## src/rtl/display_share_arbiter.sv

```systemverilog
// display_share_arbiter: round-robin time-share of a two-digit seven-segment display
// between two requesters, with a fixed hold time, done pulse and one blank gap cycle.
module display_6bit (
  input  logic [5:0] val,
  output logic [6:0] seg_tens,
  output logic [6:0] seg_units
);
  logic [3:0] tens, units;
  function automatic logic [6:0] digit(input logic [3:0] d);
    case (d)
      4'd0: digit = 7'b0000001;
      4'd1: digit = 7'b1001111;
      4'd2: digit = 7'b0010010;
      4'd3: digit = 7'b0000110;
      4'd4: digit = 7'b1001100;
      4'd5: digit = 7'b0100100;
      4'd6: digit = 7'b0100000;
      4'd7: digit = 7'b0001111;
      4'd8: digit = 7'b0000000;
      4'd9: digit = 7'b0000100;
      default: digit = 7'b1111111;
    endcase
  endfunction
  assign tens = 4'(val / 6'd10);
  assign units = 4'(val % 6'd10);
  assign seg_tens = digit(tens);
  assign seg_units = digit(units);
endmodule

module display_share_arbiter #(
  parameter int HOLD_CYCLES = 8
) (
  input  logic       clk,
  input  logic       rst,
  input  logic [1:0] req,
  input  logic [5:0] val0,
  input  logic [5:0] val1,
  output logic [1:0] grant,
  output logic [1:0] done,
  output logic       busy,
  output logic [6:0] seg_tens,
  output logic [6:0] seg_units
);
  localparam int CW = $clog2(HOLD_CYCLES + 1);
  localparam logic [CW-1:0] LAST = CW'(HOLD_CYCLES - 1);
  typedef enum logic [1:0] {IDLE, SHOW, GAP} state_t;
  state_t state_q, state_d;
  logic [CW-1:0] cnt_q, cnt_d;
  logic [5:0] shown_val_q, shown_val_d;
  logic owner_q, owner_d, last_owner_q, last_owner_d;
  logic win, show;
  logic [6:0] dec_tens, dec_units;
  // on a tie the requester that did not own the display last time wins
  assign win = (&req) ? ~last_owner_q : req[1];
  always_comb begin
    state_d = state_q;
    cnt_d = cnt_q;
    shown_val_d = shown_val_q;
    owner_d = owner_q;
    last_owner_d = last_owner_q;
    case (state_q)
      IDLE: if (|req) begin
        owner_d = win;
        shown_val_d = win ? val1 : val0;
        cnt_d = '0;
        state_d = SHOW;
      end
      SHOW: begin
        cnt_d = cnt_q + 1'b1;
        state_d = (cnt_q == LAST) ? GAP : SHOW;
      end
      GAP: begin
        last_owner_d = owner_q;
        state_d = IDLE;
      end
      default: state_d = IDLE;
    endcase
  end
  always_ff @(posedge clk or posedge rst) begin
    if (rst) begin
      state_q <= IDLE;
      cnt_q <= '0;
      shown_val_q <= '0;
      owner_q <= 1'b0;
      last_owner_q <= 1'b1;
    end else begin
      state_q <= state_d;
      cnt_q <= cnt_d;
      shown_val_q <= shown_val_d;
      owner_q <= owner_d;
      last_owner_q <= last_owner_d;
    end
  end
  display_6bit u_dec (.val(shown_val_q), .seg_tens(dec_tens), .seg_units(dec_units));
  assign show = state_q == SHOW;
  assign grant = show ? (owner_q ? 2'b10 : 2'b01) : 2'b00;
  assign done = (show && cnt_q == LAST) ? grant : 2'b00;
  assign busy = state_q != IDLE;
  assign seg_tens = show ? dec_tens : 7'b1111111;
  assign seg_units = show ? dec_units : 7'b1111111;
endmodule
```

## config.mk

```make
export PLATFORM = sky130hd
export DESIGN_NAME = display_share_arbiter
export DESIGN_NICKNAME = d
export VERILOG_FILES = /design/src/rtl/display_share_arbiter.sv
export SDC_FILE = /design/constraint.sdc
export NUM_CORES = 1
export LEC_CHECK = 0
export BUFFER_PORTS_ARGS = -buffer_cell sky130_fd_sc_hd__buf_4
export CAP_MARGIN = 15
export CORE_AREA = 10 10 71 73
export CTS_BUF_LIST = sky130_fd_sc_hd__clkbuf_2 sky130_fd_sc_hd__clkbuf_4 sky130_fd_sc_hd__clkbuf_8
export DETAILED_ROUTE_END_ITERATION = 8
export DIE_AREA = 0 0 81 83
export GPL_ROUTABILITY_DRIVEN = 0
export SYNTH_ARGS = -nofsm -noshare
export SYNTH_HDL_FRONTEND = slang
export SYNTH_SLANG_ARGS = --single-unit
```

## constraint.sdc

```tcl
create_clock -name clk -period 7.09 [get_ports clk]
set_input_delay 0.3545 -clock clk [delete_from_list [all_inputs] [get_ports clk]]
set_output_delay 0.3545 -clock clk [all_outputs]
set_load 0.01 [all_outputs]
```

==> impl_metrics.csv, run 1 <==
group,metric,value,unit
global_route,antenna_found_initial,0,
clock_tree,cts_buffers,3,
clock_tree,post-cts-setup-buffers,0,
synth,yosys.cell_types.count,45,
layout,area_growth_syn_to_layout,21.4,%
synth,synth.net_count,204,
sta,setup-tns-final,0,ps
placed_design,place.port_buffers,34,
placed_design,dp_hpwl,2.79,mm
global_route,grt_pass1_wl,5.88,mm
synth,synth_edf_count,0,
synth,synthMostInstantiatedCell,"nor2_1",
detailed_routing,drt_pre_antenna_iters,5,
sta,period_minus_slack,4200,ps
setup_path,reg2reg_to,"shown_val_q[5]",
setup_path,rrSetupSlack,5460,ps
floorplan,start_util,0.393,
sta,drv_slew,0,
detailed_routing,drc_errors,0,
setup_path,cp_data_arrival_time,3840,ps
sta,fmax,0.238,GHz
floorplan,rows,22,
clock_tree,clkLatencyLatePin,240,ps
setup_path,start_kind,"flop",
sta,setup_viol,0,
sta,rsz0062_at_grt,"no",
synth,ys.flop_type,"dfrtp_1",
floorplan,die_w,81,um
detailed_routing,dr_total_vias,1321,
sta,period_share,0.592,
job,maxCapViolCount,0,
synth,ys_warn_count,0,
synth,synth.top_cell.area_share,0.228,
run_status,status,"finished clean",
layout,antennaDiodeCount,0,
global_route,first_global_vias,1313,
synth,synth_common_cells,"nor2_1 (18), nand2_1 (16), inv_1 (15)",
clock_tree,h-tree-depth,1,
global_route,grt_overflow,0,
layout,layout.nets,234,
global_route,grt_max_degree,15,
floorplan,dieArea,6720,sq um
layout,layout-drive-gt1-share,0.221,
synth,yosysSeqAreaShare,0.246,
clock_tree,root_buffer,"clkbuf_8",
sta,hold_viol,0,
synth,syn_area,1430,sq um
clock_tree,cts_resized,0,
clock_tree,cts_hold_buf,0,
setup_path,path_max_fanout,12,
floorplan,top_level_ports,35,
sta,worst_pin_slew,884,ps
synth,synth-seq-cells,14,
global_route,grtUsageTotal,0.103,
setup_path,worst_r2r_path_depth,5,
sta,clock-skew-final,2.79,ps
setup_path,crit_type,"flop to output port",
synth,async_flop_share,1.00,
detailed_routing,ant_nets,0,
setup_path,timing.rr.start,"state_q[0]",
floorplan,core_area,3630,sq um
hold_path,min_path_type,"input port to async pin",
clock_tree,clock_sinks,14,
clock_tree,clkTransAtPathRegs,50,ps
synth,synth_area_leader_cell,"dfrtp_1",
setup_path,cp.required,6740,ps
sta,slew_headroom,0.410,
synth,yosys-top-cells-area,"dfrtp_1 (23%), ha_1 (11%), mux2i_1 (7.7%)",
setup_path,crit_path_end_kind,"output port",
detailed_routing,vias_per_cell,5.24,
detailed_routing,wl_per_cell,13.8,um
synth,synth.avg_cell_area,8.16,sq um
synth,synth_cells,175,
clock_tree,tritoncts,"built",
detailed_routing,drt_iter0_markers,126,
detailed_routing,routed_wirelength,3.49,mm
floorplan,dieHeight,83,um
clock_tree,cts.path.max_buffers,2,
-- layout by cell type (no fill, tap or decap), drive strengths merged, types with 4 or more instances in the layout --
cell     n
ha      13
buf     34
o21ai   14
inv     15
nand2   16
mux2i   11
nand3    8
clkbuf   4
dfrtp   13
a21oi   13
nor2    18
-- registers in the layout, summed over array words and instances, names as in the netlist --
| signal | count |
|---|---|
| state_q | 2 |
| last_owner_q | 1 |
| shown_val_q | 6 |
| cnt_q | 4 |
| owner_q | 1 |
-- cell type report --
class | instances | area, sq um
sequential | 14 | 352
clock buffer | 4 | 48.8
multi-input combinational | 137 | 961
fill | 369 | 1900
inverter | 15 | 56.3
tap | 48 | 60.1
timing repair buffer | 34 | 255
-- kinds of logic (layout without fill, tap and decap cells) --
kind of cell	after synthesis	after routing	synth area share
and+or+nand+nor	58	58	0.202
AOI/OAI and AO/OA	52	52	0.259
buffers and inverters	24	53	0.0806
DFF	14	14	0.246
adders and majority gates	13	13	0.114
muxes	13	13	0.0929
xor gates and xnor gates	1	1	0.00614
-- per-stage QoR --
stage | utilization | worst slack, ps | hold slack, ps | cells | instance area (sq um)
after floorplan | - | 3670 | 243 | 175 | 1430
after global placement | 0.463 | 3380 | 432 | 248 | 1680
after detailed placement | 0.463 | 3190 | 427 | 248 | 1680
after CTS | 0.477 | 2930 | 169 | 252 | 1730
after global routing | 0.477 | 2650 | 190 | 252 | 1730
final | 0.477 | 2890 | 153 | 252 | 1730
-- metal layers --
layer,wire length (um),global-route usage,vias up
met2,1790,0.177,27
met1,1490,0.123,606
met4,0,0.0156,0
li1,-,-,688
met3,202,0.0302,0
met5,0,0,-
-- worst max-delay path by stage --
stage                     depth (start not counted)  slack (ps)      endpoint           start
after floorplan                                  12        3670  seg_units[0]  shown_val_q[3]
after global placement                           13        3380  seg_units[2]  shown_val_q[3]
after detailed placement                         13        3190  seg_units[2]  shown_val_q[3]
after CTS                                        13        2930  seg_units[2]  shown_val_q[3]
after global routing                             13        2650  seg_units[2]  shown_val_q[3]
final                                            13        2890  seg_units[2]  shown_val_q[3]
-- critical path, stage by stage, from the launching register on --
cell and delay, ps:
dfrtp_1 540, inv_1 150, ha_1 390, and4b_1 230, o31ai_2 260, o2111ai_1 290
a21oi_1 610, xnor2_1 210, inv_1 130, ha_1 150, inv_1 50, a2111o_1 340
o31a_1 110, buf_4 140
Power of run 1 is left out: the tool's default activity adds up to more than one toggle a clock period on the data nets, which glitch-free logic cannot reach.
==> inputs of run 2 (changes only) <==
--- a/config.mk
+++ b/config.mk
@@ -5,12 +5,13 @@
 export SDC_FILE = /design/constraint.sdc
 export NUM_CORES = 1
 export LEC_CHECK = 0
+export ABC_AREA = 1
 export BUFFER_PORTS_ARGS = -buffer_cell sky130_fd_sc_hd__buf_4
 export CAP_MARGIN = 15
-export CORE_AREA = 10 10 71 73
+export CORE_AREA = 10 10 68 70
 export CTS_BUF_LIST = sky130_fd_sc_hd__clkbuf_2 sky130_fd_sc_hd__clkbuf_4 sky130_fd_sc_hd__clkbuf_8
 export DETAILED_ROUTE_END_ITERATION = 8
-export DIE_AREA = 0 0 81 83
+export DIE_AREA = 0 0 78 80
 export GPL_ROUTABILITY_DRIVEN = 0
 export SYNTH_ARGS = -nofsm -noshare
 export SYNTH_HDL_FRONTEND = slang
==> constraint.sdc (replaced) <==
create_clock -name clk -period 3.8 [get_ports clk]
set_input_delay 0.19 -clock clk [delete_from_list [all_inputs] [get_ports clk]]
set_output_delay 0.19 -clock clk [all_outputs]
set_load 0.01 [all_outputs]
==> run 2 against run 1 <==
Net effect:
- clock skew grew 3.4 ps
- final cell count grew 6.3%
- flip-flop and latch count is the same
- critical path type unchanged
- via count shrank 2.6%
- first-iteration DRC count shrank 54%
- design area shrank 4.5%
==> impl_metrics.csv, run 2 <==
group,metric,value,unit
setup_path,crit_path_end_kind,"output port",
synth,synth.net_count,213,
sta,period_share,0.775,
floorplan,die_w,78,um
clock_tree,post-cts-setup-buffers,0,
setup_path,path_cells,"inv_1 -> ha_1 -> nand2_1 -> nand2_1 -> clkinv_2 -> nand2_4 -> nand2_4 -> nand2_1 -> nand2_2 -> inv_2 -> nand2_4 -> nand2_4 -> nand2_2 -> nand2_1 -> inv_1 -> ha_1 -> or2_0 -> nand2_1 -> buf_4",
detailed_routing,vias_per_cell,4.80,
layout,layout.nets,252,
global_route,grt_overflow,0,
sta,worst_pin_slew,693,ps
floorplan,start_util,0.395,
synth,synth_area_leader_cell,"dfrtp_1",
synth,synthMostInstantiatedCell,"nand2_1",
clock_tree,cts_buffers,3,
clock_tree,clkTransAtPathRegs,90,ps
sta,drv_slew,0,
synth,ys_warn_count,0,
setup_path,path_max_fanout,8,
placed_design,place.port_buffers,34,
synth,async_flop_share,1.00,
global_route,grt_max_degree,15,
floorplan,dieArea,6240,sq um
synth,syn_area,1300,sq um
clock_tree,h-tree-depth,1,
detailed_routing,drc_errors,0,
synth,synth.avg_cell_area,7.06,sq um
synth,synth_cells,184,
setup_path,cp_data_arrival_time,2760,ps
sta,fmax,0.339,GHz
synth,synth_edf_count,0,
layout,largest_reg_flops,6,
layout,final_cells,268,
layout,regMostFlops,"shown_val_q",
layout,antennaDiodeCount,0,
global_route,grt_pass1_wl,5.42,mm
detailed_routing,routed_wirelength,3.31,mm
floorplan,dieHeight,80,um
sta,slew_headroom,0.537,
job,maxCapViolCount,0,
sta,period_minus_slack,2950,ps
placed_design,dp_hpwl,2.80,mm
synth,yosys-top-cells-area,"dfrtp_1 (25%), nand2_1 (14%), ha_1 (13%)",
layout,layout_common_cells,"nand2_1 (48), buf_4 (34), inv_1 (23)",
clock_tree,cts.path.max_buffers,2,
layout,fill_cells,347,
sta,clock-skew-final,6.15,ps
setup_path,cp.required,3610,ps
global_route,antenna_found_initial,0,
setup_path,start_kind,"flop",
detailed_routing,wl_per_cell,12.3,um
placed_design,dp.cells,263,
synth,synth_common_cells,"nand2_1 (48), inv_1 (23), nor2_1 (16), nand3_1 (15)",
sta,rsz0062_at_grt,"no",
synth,synth-seq-cells,14,
synth,yosysSeqAreaShare,0.271,
run_status,status,"finished clean",
detailed_routing,drt_pre_antenna_iters,4,
synth,yosys.cell_types.count,25,
hold_path,min_path_type,"input port to flop",
clock_tree,cts_resized,0,
setup_path,crit_type,"flop to output port",
setup_path,cp_slowest_stage_delay,400,ps
global_route,grtUsageTotal,0.104,
global_route,first_global_vias,1242,
setup_path,path_common_cell,"nand2_1",
floorplan,rows,21,
clock_tree,root_buffer,"clkbuf_4",
detailed_routing,ant_nets,0,
layout,top_regs,"shown_val_q: 6 flops, cnt_q: 4 flops, state_q: 2 flops",
synth,ys.flop_type,"dfrtp_1",
sta,setup_viol,0,
layout,final_common_cell,"nand2_1",
clock_tree,tritoncts,"built",
synth,synth.top_cell.area_share,0.250,
floorplan,core_area,3280,sq um
sta,hold_viol,0,
layout,area_growth_syn_to_layout,27.4,%
setup_path,slowest_stage,"dfrtp_1",
sta,setup-tns-final,0,ps
floorplan,top_level_ports,35,
clock_tree,clkLatencyLatePin,280,ps
clock_tree,clock_sinks,14,
detailed_routing,drt_iter0_markers,58,
detailed_routing,dr_total_vias,1286,
layout,layout-drive-gt1-share,0.275,
==> run 2: changes by cell type in the layout (fill, tap and decap cells not counted), sizes merged, moves of 3 or more <==
cell | previous run | this run
nand3 | 8 | 20
o22ai | 2 | 8
o31ai | 3 | 0
a22o | 3 | 0
nand2b | 3 | 0
inv | 15 | 25
mux2i | 11 | 0
nand2 | 16 | 59
a21oi | 13 | 5
==> run 2: final timing paths <==
path | cells past startpoint | to | slack (ps) | from
worst min-delay path | 3 | shown_val_q[0] | 180 | val1[0]
min in group asynchronous | 3 | cnt_q[1] | 500 | rst
worst min register to register | 1 | cnt_q[0] | 520 | cnt_q[0]
worst max-delay path | 19 | seg_units[5] | 850 | shown_val_q[3]
max in group asynchronous | 3 | last_owner_q | 2920 | rst
worst max register to register | 5 | shown_val_q[3] | 2160 | state_q[1]
==> run 2: layer usage <==
metal,up-vias,global-route usage,routed length [um],share of wire
met5,-,0,0,0
met4,0,0.0376,25,0.0076
met3,2,0.0349,218,0.066
met2,27,0.188,1640,0.50
met1,585,0.109,1420,0.43
li1,672,-,-,-
==> run 2: repair_timing <==
action                     in CTS  in global routing
hold endpoints to repair       13                  0
hold buffers                    1                  0
setup endpoints to repair       0                  0
==> run 2: critical path, delay by kind of cell, from the launching register on <==
kind          cells  cell delay, ps
fa+ha+maj         2             560
simple gates     12            1060
flops             1             400
buf+inv           5             450
==> run 2: area by class of cell <==
class / instances / area [sq um] / area share
clock buffer: 4 / 36.3 / 0.0219
sequential: 14 / 352 / 0.213
timing repair buffer: 35 / 265 / 0.160
tap: 46 / 57.6 / 0.0348
multi-input combinational: 143 / 845 / 0.511
inverter: 26 / 98.8 / 0.0598
==> run 2: per-stage QoR <==
stage	instance area [sq um]	setup WS, ps	util	hold slack (ps)
6_report	1650	853	0.504	176
5_1_grt	1650	649	0.504	183
3_5_place_dp	1610	1130	0.490	267
4_1_cts	1650	823	0.504	172
3_3_place_gp	1610	1240	0.490	261
2_1_floorplan	1300	1390	-	78.5
==> run 2: logic make-up (layout without fill, tap and decap cells) <==
logic type | Yosys count | in the layout | share of synthesized area
adder cells (fa/ha/maj) | 13 | 13 | 0.125
AO/OA/AOI/OAI | 30 | 30 | 0.141
XOR/XNOR | 1 | 1 | 0.00674
AND/OR/NAND/NOR | 99 | 99 | 0.378
buffers and inverters | 27 | 65 | 0.0790
flip-flops | 14 | 14 | 0.271
Power of run 2 is left out for the same reason.
